`src/rtl/vga_pkg.sv`:
```
// rtl/vga_pkg.sv - shared font ROM widths, grant kinds and rotating pick helper
package vga_pkg;

    localparam int FONT_ADDR_W = 11;
    localparam int FONT_DATA_W = 8;

    typedef enum logic [1:0] {
        GNT_NONE,
        GNT_RR,
        GNT_URGENT,
        GNT_STARVE
    } gnt_kind_e;

    // First set bit of vec[n-1:0], searching upward from ptr with wrap.
    function automatic logic [1:0] rr_pick(input logic [3:0] vec, input logic [1:0] ptr, input int n);
        logic [1:0] pick;
        logic       found;
        int         idx;
        pick  = '0;
        found = 1'b0;
        for (int k = 0; k < 4; k++) begin
            idx = (int'(ptr) + k) % n;
            if (k < n && !found && vec[2'(idx)]) begin
                pick  = 2'(idx);
                found = 1'b1;
            end
        end
        return pick;
    endfunction

endpackage

```
`src/rtl/rsp_pipe.sv`:
```
// rtl/rsp_pipe.sv - LAT-stage {valid, id} delay line with synchronous clear
module rsp_pipe #(
    parameter int LAT = 1,
    parameter int IDW = 2
) (
    input  logic           clk,
    input  logic           clr,
    input  logic           in_valid,
    input  logic [IDW-1:0] in_id,
    output logic           out_valid,
    output logic [IDW-1:0] out_id
);

    logic [LAT-1:0]          valid_q, valid_d;
    logic [LAT-1:0][IDW-1:0] id_q, id_d;

    always_comb begin
        valid_d = '0;
        id_d    = '0;
        if (!clr) begin
            valid_d[0] = in_valid;
            id_d[0]    = in_id;
            for (int k = 1; k < LAT; k++) begin
                valid_d[k] = valid_q[k-1];
                id_d[k]    = id_q[k-1];
            end
        end
    end

    always_ff @(posedge clk) begin
        valid_q <= valid_d;
        id_q    <= id_d;
    end

    assign out_valid = valid_q[LAT-1];
    assign out_id    = id_q[LAT-1];

endmodule

```
`src/rtl/font_rom_arbiter.sv`:
```
// rtl/font_rom_arbiter.sv - starve/urgent/round-robin arbiter sharing the font ROM
module font_rom_arbiter
    import vga_pkg::*;
#(
    parameter int NREQ     = 3,
    parameter int ROM_LAT  = 1,
    parameter int MAX_WAIT = 15
) (
    input  logic                        clk,
    input  logic                        reset,
    input  logic [NREQ-1:0]             req,
    input  logic [NREQ*FONT_ADDR_W-1:0] req_addr,
    input  logic                        urgent,
    input  logic [FONT_DATA_W-1:0]      rom_data,
    output logic [NREQ-1:0]             gnt,
    output logic [FONT_ADDR_W-1:0]      rom_addr,
    output logic [NREQ-1:0]             rsp_valid,
    output logic [FONT_DATA_W-1:0]      rsp_data,
    output logic [15:0]                 busy_cnt
);

    logic [1:0]             rr_ptr_q, rr_ptr_d;
    logic [4:0]             wait_q [1:NREQ-1];
    logic [4:0]             wait_d [1:NREQ-1];
    logic [FONT_ADDR_W-1:0] rom_addr_q, rom_addr_d;
    logic [15:0]            busy_q, busy_d;
    logic [3:0]             req_pad;
    logic [1:0]             gnt_idx;
    logic                   gnt_any;
    gnt_kind_e              gnt_kind;
    logic                   pipe_valid;
    logic [1:0]             pipe_id;

    always_comb begin
        req_pad             = '0;
        req_pad[NREQ-1:0]   = req;
        gnt_idx             = '0;
        gnt_kind            = GNT_NONE;
        // Descending scan so the lowest starved requester wins.
        for (int j = NREQ - 1; j >= 1; j--) begin
            if (req[j] && wait_q[j] >= 5'(MAX_WAIT)) begin
                gnt_idx  = 2'(j);
                gnt_kind = GNT_STARVE;
            end
        end
        if (gnt_kind == GNT_NONE) begin
            if (urgent && req[0]) begin
                gnt_idx  = '0;
                gnt_kind = GNT_URGENT;
            end else if (|req) begin
                gnt_idx  = rr_pick(req_pad, rr_ptr_q, NREQ);
                gnt_kind = GNT_RR;
            end
        end
        gnt_any = (gnt_kind != GNT_NONE) && !reset;

        gnt        = '0;
        rom_addr_d = rom_addr_q;
        for (int i = 0; i < NREQ; i++) begin
            gnt[i] = gnt_any && (gnt_idx == 2'(i));
            if (gnt[i]) rom_addr_d = req_addr[i*FONT_ADDR_W +: FONT_ADDR_W];
        end

        rr_ptr_d = rr_ptr_q;
        if (gnt_any && gnt_kind != GNT_URGENT)
            rr_ptr_d = (int'(gnt_idx) == NREQ - 1) ? 2'd0 : gnt_idx + 2'd1;

        for (int j = 1; j < NREQ; j++) begin
            if (req[j] && !gnt[j])
                wait_d[j] = (wait_q[j] == 5'd31) ? 5'd31 : wait_q[j] + 5'd1;
            else
                wait_d[j] = '0;
        end

        busy_d = busy_q;
        if ((|req) && !gnt_any && busy_q != 16'hFFFF) busy_d = busy_q + 16'd1;
    end

    always_ff @(posedge clk) begin
        if (reset) begin
            rr_ptr_q   <= '0;
            rom_addr_q <= '0;
            busy_q     <= '0;
            for (int j = 1; j < NREQ; j++) wait_q[j] <= '0;
        end else begin
            rr_ptr_q   <= rr_ptr_d;
            rom_addr_q <= rom_addr_d;
            busy_q     <= busy_d;
            for (int j = 1; j < NREQ; j++) wait_q[j] <= wait_d[j];
        end
    end

    rsp_pipe #(.LAT(ROM_LAT), .IDW(2)) u_rsp_pipe (
        .clk       (clk),
        .clr       (reset),
        .in_valid  (gnt_any),
        .in_id     (gnt_idx),
        .out_valid (pipe_valid),
        .out_id    (pipe_id)
    );

    // Gated by reset so responses to pre-reset grants never leak out.
    always_comb begin
        rsp_valid = '0;
        for (int i = 0; i < NREQ; i++)
            rsp_valid[i] = pipe_valid && !reset && (pipe_id == 2'(i));
    end

    assign rom_addr = rom_addr_d;
    assign rsp_data = rom_data;
    assign busy_cnt = busy_q;

endmodule

```
`config.mk`:
```
export PLATFORM = sky130hd
export DESIGN_NAME = font_rom_arbiter
export DESIGN_NICKNAME = d
export VERILOG_FILES = /design/src/rtl/vga_pkg.sv /design/src/rtl/rsp_pipe.sv /design/src/rtl/font_rom_arbiter.sv
export SDC_FILE = /design/constraint.sdc
export NUM_CORES = 1
export LEC_CHECK = 0
export BUFFER_PORTS_ARGS = -buffer_cell sky130_fd_sc_hd__buf_4
export CAP_MARGIN = 0
export CORE_MARGIN = 2
export CORE_UTILIZATION = 40
export DETAILED_ROUTE_END_ITERATION = 10
export PLACE_DENSITY = 0.74
export SYNTH_ARGS = -nofsm -noshare
export SYNTH_HDL_FRONTEND = slang
export SYNTH_SLANG_ARGS = --single-unit
```
`constraint.sdc`:
```
create_clock -name clk -period 2.79 [get_ports clk]
set_input_delay 0.1395 -clock clk [delete_from_list [all_inputs] [get_ports clk]]
set_output_delay 0.1395 -clock clk [all_outputs]
set_load 0.005 [all_outputs]
```
# After elaboration in Yosys (flattened, before gate mapping)
# Memories as Yosys holds them, arrays and structs flattened.
# Index checks and enable logic that the tools add are counted.
[word_totals]
reg_bits = 32
mem_bits_rw = 10
mem_count = 1
wordCells = 103
inputBits = 47
out_inout_bits = 41
[classes]
bitwise_logic = 2
magnitude_cmp = 5
n_eq_ne = 9
reduce_logical = 29
div_mod_pow = 3
n_mux = 43
n_addsub = 6
[memory_table]
columns = ["memory", "words", "width", "read_ports", "rd_ports_with_merged_regs", "wr", "line_no", "source"]
rows = [
  ["wait_q", 2, 5, 2, 0, 2, "font_rom_arbiter.sv:23", "logic [4:0] wait_q [1:NREQ-1];"],
]
[op_table]
columns = ["operator", "n"]
rows = [
  ["modulo 32 x 3 -> 32 bit (second input constant)", 2],
  ["two-way mux 11 bit", 3],
  ["modulo 3 x 3 -> 32 bit (second input constant)", 1],
  ["two-way mux 5 bit", 6],
  ["two-way mux 2 bit", 14],
  ["logical AND 1 bit", 18],
  ["two-way mux 1 bit", 17],
  ["adder 16 x 1 -> 16 bit (second input constant)", 1],
  ["!= test 16 bit (second input constant)", 1],
  ["< comparator 2 x 4 -> 1 bit (second input constant)", 3],
  ["adder 5 x 1 -> 5 bit (second input constant)", 2],
  ["equality test 5 bit (second input constant)", 2],
  ["greater-or-equal comparator 5 x 4 -> 1 bit (second input constant)", 2],
  ["binary-select mux 1 bit (select 2 bit)", 3],
  ["equality test 2 bit (second input constant)", 3],
  ["logical NOT 1 bit", 6],
  ["logical NOT 2 bit", 3],
  ["equality test 2 x 1 -> 1 bit (second input constant)", 2],
  ["adder 2 x 1 -> 3 bit (second input constant)", 1],
  ["adder 2 x 2 -> 3 bit (second input constant)", 1],
  ["OR reduction 3 bit", 1],
  ["adder 2 x 1 -> 2 bit (second input constant)", 1],
  ["!= test 2 bit (second input constant)", 1],
  ["OR 1 bit", 2],
  ["nonzero test 2 bit", 1],
]

# Logic depth before layout (Yosys ltp)
# Gate-level depths: netlist of the first run.
[depth]
depth_word = 26
depth_mapped = 10
mapped_depth_nobuf = 9

# By module
# A second synthesis of the first run with hierarchy kept.
[unflattened]
cells_unflattened = 274
area_unflattened_um2 = 2486.1
[by_module_without_submodules]
columns = ["module", "seq_area_each_um2", "n_inst", "area_each_um2", "cells_each"]
rows = [
  ["font_rom_arbiter", 780.7, 1, 2407.3, 268],
  ["rsp_pipe", 60.1, 1, 78.8, 6],
]

# Worst setup path after synthesis of the first run
# OpenSTA, ideal clock, no wires.
[synth_timing]
path_type = "flip-flop to output port"
start = "reg rr_ptr_q[0]"
end = "out rom_addr[0]"
required_time_ns = 2.651
path_slack_ns = 0.508
path_stages_with_launch = 11
t_arrival_ns = 2.142
path_cell_list = "dfxtp_1 -> inv_1 -> ha_1 -> buf_2 -> nor2b_1 -> o21ai_0 -> a311oi_1 -> o22a_2 -> nand2_1 -> buf_2 -> o221a_2"
[synth_via]
elab_chain_cells = 25
[synth_rtl]
columns = ["element", "line_no", "source"]
rows = [
  ["start, declared", "font_rom_arbiter.sv:22", "logic [1:0] rr_ptr_q, rr_ptr_d;"],
  ["start signal, assigned", "font_rom_arbiter.sv:86", "rr_ptr_q <= rr_ptr_d;"],
  ["branches (longest 16 deep; another with modulo 32 x 3 -> 32 bit)", "n/a", ""],
  ["two-way mux 2 bit *", "vga_pkg.sv:23", "if (k < n && !found && vec[2'(idx)]) begin"],
  ["two-way mux 2 bit *", "font_rom_arbiter.sv:50", "end else if (|req) begin"],
  ["two-way mux 2 bit *", "font_rom_arbiter.sv:47", "if (urgent && req[0]) begin"],
  ["two-way mux 2 bit *", "font_rom_arbiter.sv:46", "if (gnt_kind == GNT_NONE) begin"],
  ["logical NOT 2 bit", "font_rom_arbiter.sv:60", "gnt[i] = gnt_any && (gnt_idx == 2'(i));"],
  ["logical AND 1 bit", "font_rom_arbiter.sv:60", ""],
  ["two-way mux 11 bit (2 in a row)", "font_rom_arbiter.sv:61", "if (gnt[i]) rom_addr_d = req_addr[i*FONT_ADDR_W +: FONT_ADDR_W];"],
  ["two-way mux 11 bit *", "font_rom_arbiter.sv:61", ""],
  ["end, declared", "font_rom_arbiter.sv:16", "output logic [FONT_ADDR_W-1:0] rom_addr,"],
]
# Every way passes the cells marked *. The select of a mux whose other input is x is not followed.

# Worst setup path after layout of the first run
[layout_timing]
start = "reg rr_ptr_q[0]"
end = "out rom_addr[9]"
# The elaborated chain is that of the path after synthesis.

==> results.txt, run 1 <==
Initial DRC Count: 106
Hold Vio Cnt, Final: 0
row cnt: 28
vias in the first global route: 2145
All-Layer GR Usage: 19.18%
antenna cells: 0
vias per cell: 5.635
CTS Buf Count: 5
status: completed
drt pass-1 iters: 4
Mapped Cells: 257
Final period util: 97.46%
Design Power: 1.747 mW
pwr dens: 537.2 nW/µm²
CP Class: register to output port
synthesis-stage register bit count: 42
CTS tree: yes
area grow syn2layout: 35.21%
maximum number of pins on one net before global-route repair: 28
fmax: 367.7 MHz
headroom to the max-slew limit: 36.96%
chip height: 81.56 µm
ANT nets after route: 0
Hold WC Path Type: input port to register
Routed wire per std cell: 15.76 µm
antenna violations before repair: 0
clock root buffer: clkbuf_8
max-slew violations: 0
ys flop type: dfxtp_1
core box area: 5851 µm²
Die Span X: 81.56 µm
# clock sinks: 42
PortBufs: 71
first-pass GRT wire length: 9.984 mm
Initial Util: 41.12%
Layout Nets: 384
synthesized net count: 311
Critical Path End Type: output port
Req. time, crit path: 2.65 ns
Max FO, Critical Path: 6
Final setup viols: 0
async set-or-reset flop fraction in the synthesized netlist: 0%
layout cells sized above 1: 42.30%
Syn Area/Cell: 9.362 µm²
H-tree depth: 2
Synth Cell Area: 2406 µm²
Worst Tran Pin Value: 0.9445 ns
number of different library cells in the post-synthesis netlist: 53
DRC: 0
via count: 2288
worst-skew pair later-pin latency: 0.30 ns
DP HPWL: 4.336 mm
RSZ-0062 raised after global routing: true
synth warn: 0
sequential element share of the synthesized area: 34.95%
I/O pin total: 88
Worst EP arrival: 2.58 ns
die area: 6651 µm²
Post-synth EDFFs: 0
GPL Wtd Cong: 0.7892
Post-Route Skew: 0.004418 ns
Cells after DPL: 388
Routed WL: 6.400 mm
Hold Buf Count CTS: 0
Startpoint Class: register
static leakage: 1.368 nW
grt ovf: 0
worst vdd ir: 0.3607 mV
maxcap violations: 0
Worst-path clk slew: 0.09 ns
Tmin final: 2.719 ns
CTS max path bufs: 2
final core occ: 55.60%
Post-Layout Cell Count: 406
[logic make-up after synthesis]
group	Yosys count	synth area share (%)
AOI/OAI and AO/OA	83	29.95
muxes	12	4.992
adders and majority gates	7	3.640
and+or+nand+nor	68	16.54
other	1	0.1559
xor gates and xnor gates	4	1.456
DFF	42	34.95
buffers and inverters	40	8.320
[where the power goes]
part	leakage (nW)	switching (mW)	internal [mW]
Sequential	0.344	0.0206	0.638
Combinational	0.984	0.351	0.331
Clock	0.0408	0.227	0.179
Total	1.37	0.599	1.15
[sequential cells by signal, summed over array words and instances (netlist names)]
| name | flops |
|---|---|
| rom_addr_q | 11 |
| u_rsp_pipe.out_id | 2 |
| busy_cnt | 16 |
| rr_ptr_q | 2 |
| wait_q | 10 |
| u_rsp_pipe.out_valid | 1 |
[layout by cell type, fill, tap and decap left out, drive strengths merged, types with 2 or more instances in the layout]
master and n:
inv 19, mux2i 12, nand3 4, o211ai 2, a21oi 16, nor2b 15, nor4 4, a221oi 9
o32ai 2, nor4bb 2, nand2 7, a31oi 4, clkbuf 5, xnor2 2, xor2 2, and2 4
a2111oi 3, nand2b 2, dfxtp 42, a41oi 2, buf 87, nand4 5, nor3 3, nand3b 2
nor3b 2, and4 3, ha 7, o21ai 14, o41ai 9, clkinvlp 2, nor2 15, a211oi 2
o22ai 2, o221a 9
[critical path, cell delays in order, from the launching register on]
cell      delay (ns)
dfxtp_2         0.37
inv_2           0.07
ha_4            0.24
buf_2           0.15
a32oi_1         0.19
o211ai_1        0.12
buf_4           0.16
a211o_4         0.39
buf_4           0.16
nand3_2         0.11
o221a_2         0.21
buf_4           0.10
[final timing paths]
kind,slack [ns],cells past startpoint,end,start
max,0.07,11,rom_addr[9],rr_ptr_q[0]
min,0.10,3,rom_addr_q[6],req_addr[28]
max reg2reg,0.35,9,rom_addr_q[5],rr_ptr_q[1]
min reg2reg,0.49,1,busy_cnt[10],busy_cnt[10]
[routing by layer]
| layer | part of all wire [%] | global-route usage [%] | vias to the layer above |
|---|---|---|---|
| met5 | 0 | 0 | - |
| met4 | 1.3 | 9.322 | 0 |
| met3 | 5.1 | 4.176 | 7 |
| met2 | 48 | 29.43 | 56 |
| met1 | 46 | 25.42 | 1112 |
| li1 | - | - | 1113 |
[through the flow]
step                      setup TNS (ns)  worst slack (ns)  hold WS, ns  cell area, µm²
after floorplan                        0            0.5081       0.2850            2406
after global placement                 0           0.08935       0.2790            2953
after detailed placement        -0.07680          -0.01542       0.2790            2953
after CTS                              0           0.02162      0.09174            3141
after global routing             -0.2839          -0.06298      0.09833            3253
final                                  0           0.07073       0.1006            3253
[synthesized netlist by cell type, types with 9 or more instances]
master | n | share of area [%]
a21oi_1 | 16 | 3.3
a221oi_1 | 9 | 3.3
buf_4 | 10 | 3.1
dfxtp_1 | 42 | 35
inv_1 | 17 | 2.7
mux2i_1 | 12 | 5.0
nor2_1 | 14 | 2.2
nor2b_1 | 15 | 3.9
o21ai_0 | 12 | 2.5
o221a_2 | 9 | 4.2
o41ai_2 | 9 | 6.1
[repair_timing]
item	CTS	global route
pin swaps	3	8
endpoints found under the hold margin	0	0
setup endpoints to repair	12	12
buffers inserted	1	8
cloned	0	1
gates resized for setup	13	15
[final cells by class]
type	instances	area (µm²)
fill	506	2597
multi-input combinational	176	1503
sequential	42	845.8
timing repair buffer	87	650.6
tap	75	93.84
clock buffer	5	68.82
inverter	18	67.56
clock inverter	3	23.77
(Power assumes the default switching activity.)
==> inputs of run 2 (changes only) <==
--- a/config.mk
+++ b/config.mk
@@ -5,12 +5,13 @@
 export SDC_FILE = /design/constraint.sdc
 export NUM_CORES = 1
 export LEC_CHECK = 0
-export BUFFER_PORTS_ARGS = -buffer_cell sky130_fd_sc_hd__buf_4
+export ABC_CLOCK_PERIOD_IN_PS = 2790
+export BUFFER_PORTS_ARGS = -buffer_cell sky130_fd_sc_hd__clkbuf_2
 export CAP_MARGIN = 0
 export CORE_MARGIN = 2
 export CORE_UTILIZATION = 40
 export DETAILED_ROUTE_END_ITERATION = 10
-export PLACE_DENSITY = 0.74
+export PLACE_DENSITY = 0.67
 export SYNTH_ARGS = -nofsm -noshare
 export SYNTH_HDL_FRONTEND = slang
 export SYNTH_SLANG_ARGS = --single-unit
==> results.txt, run 2 (synthesis gave the netlist of run 1 again) <==
ANT nets after route: 0 (unchanged)
Met2 Wirelength: 2.843 mm (was 3.050 mm)
worst-skew pair later-pin latency: 0.30 ns (about the same)
most common library cell in the layout ignoring fill and taps: clkbuf_2 (was buf_4)
clock root buffer: clkbuf_8 (unchanged)
Hold Vio Cnt, Final: 0 (unchanged)
Tmin final: 2.657 ns (was 2.719 ns)
CP Class: register to output port (unchanged)
headroom to the max-slew limit: 58.16% (was 36.96%)
Routed wire per std cell: 14.86 µm (was 15.76 µm)
Req. time, crit path: 2.65 ns (about the same)
CTS tree: yes (unchanged)
Final setup viols: 0 (unchanged)
max-slew violations: 0 (unchanged)
GPL Wtd Cong: 0.8440 (was 0.7892)
highest routed layer: met4 (unchanged)
vias in the first global route: 1984 (was 2145)
layout cells sized above 1: 40.31% (was 42.30%)
most frequent cells in the layout: clkbuf_2, dfxtp_1, inv_1, a21oi_1 (was buf_4, dfxtp_1, inv_1, a21oi_1)
Post-Route M1 WL: 2.733 mm (was 2.939 mm)
Initial Util: 41.12% (unchanged)
static leakage: 1.286 nW (was 1.368 nW)
DP HPWL: 4.250 mm (was 4.336 mm)
FF+latch area: 845.8 µm² (unchanged)
via count: 2191 (was 2288)
area grow syn2layout: 24.86% (was 35.21%)
Layout Nets: 378 (was 384)
Final period util: 95.24% (was 97.46%)
RSZ-0062 raised after global routing: false (was true)
status: completed (unchanged)
first-pass GRT wire length: 9.273 mm (was 9.984 mm)
die area: 6651 µm² (unchanged)
Initial DRC Count: 102 (was 106)
H-tree depth: 2 (unchanged)
DRC: 0 (unchanged)
drt pass-1 iters: 4 (unchanged)
Die Span X: 81.56 µm (unchanged)
worst vdd ir: 0.2802 mV (was 0.3607 mV)
Fin Setup TNS: 0 ns (unchanged)
Worst EP arrival: 2.52 ns (was 2.58 ns)
row cnt: 28 (unchanged)
Worst-path clk slew: 0.08 ns (was 0.09 ns)
Largest register FFs: 16 (unchanged)
maxcap violations: 0 (unchanged)
pwr dens: 541.8 nW/µm² (was 537.2 nW/µm²)
Hold WC Path Type: input port to register (unchanged)
maximum number of pins on one net before global-route repair: 27 (was 28)
Worst Tran Pin Value: 0.6243 ns (was 0.9445 ns)
Max FO, Critical Path: 10 (was 6)
vias per cell: 5.478 (was 5.635)
CTS Buf Count: 5 (unchanged)
CTS max path bufs: 2 (unchanged)
antenna violations before repair: 0 (unchanged)
Critical Path End Type: output port (unchanged)
# fillers: 558 (was 506)
core box area: 5851 µm² (unchanged)
Met3 Routed Length: 250 µm (was 325 µm)
Routed WL: 5.943 mm (was 6.400 mm)
multi-input logic area: 1469 µm² (was 1503 µm²)
I/O pin total: 88 (unchanged)
Startpoint Class: register (unchanged)
antenna cells: 0 (unchanged)
chip height: 81.56 µm (unchanged)
fmax: 376.3 MHz (was 367.7 MHz)
PortBufs: 71 (unchanged)
grt ovf: 0 (unchanged)
All-Layer GR Usage: 18.00% (was 19.18%)
# clock sinks: 42 (unchanged)
hold slack: 0.08226 ns (was 0.1006 ns)
Post-Route Skew: 0.007366 ns (was 0.004418 ns)
Design Power: 1.628 mW (was 1.747 mW)
run 2: final timing paths:
check / from / endpoint / slack (ns) / cells past startpoint
worst min-delay path: req_addr[24] / rom_addr_q[2] / 0.08 / 3
worst max register to register: rr_ptr_q[1] / rom_addr_q[5] / 0.35 / 9
worst min register to register: busy_cnt[2] / busy_cnt[2] / 0.48 / 1
worst max-delay path: rr_ptr_q[1] / rom_addr[8] / 0.13 / 10
run 2: per-stage QoR:
step | setup slack [ns] | util, % | cell area (µm²) | instances
2_1_floorplan | 0.5081 | - | 2406 | 257
3_5_place_dp | 0.09510 | 47.56 | 2783 | 389
4_1_cts | 0.01652 | 50.21 | 2938 | 397
6_report | 0.1327 | 51.35 | 3004 | 400
5_1_grt | 0.004857 | 51.35 | 3004 | 400
3_3_place_gp | 0.1764 | 47.56 | 2783 | 389
run 2: worst max-delay path, stage by stage (launching register included):
cell	delay [ns]
dfxtp_4	0.38
inv_1	0.06
ha_2	0.22
nor2b_2	0.18
o21ai_1	0.19
a311oi_2	0.14
buf_4	0.17
o22ai_4	0.27
nand3_4	0.18
o221a_2	0.31
clkbuf_2	0.11
run 2: timing repair:
| action | in CTS | in global routing |
|---|---|---|
| pin swaps | 0 | 8 |
| setup buffers | 0 | 3 |
| setup endpoints to repair | 12 | 12 |
| hold buffers | 0 | 0 |
| resized for setup | 10 | 13 |
run 2: final cells by class:
cell class              count  area share [%]
well taps                  75           3.124
clock buffers               6           2.416
clock inverters             2          0.4581
multi-input cells         175           48.90
repair buffers             82           14.70
inverters                  18           2.249
flip-flops and latches     42           28.15
run 2: metal layers:
layer | GRT usage [%] | vias up
met5 | 0 | -
met1 | 25.14 | 1036
li1 | - | 1098
met2 | 26.72 | 47
met3 | 4.066 | 10
met4 | 7.288 | 0
run 2: report_power, final:
group          switching [mW]  internal (mW)
registers              0.0195          0.639
logic                   0.317          0.264
clock network           0.212          0.177
total                   0.548           1.08
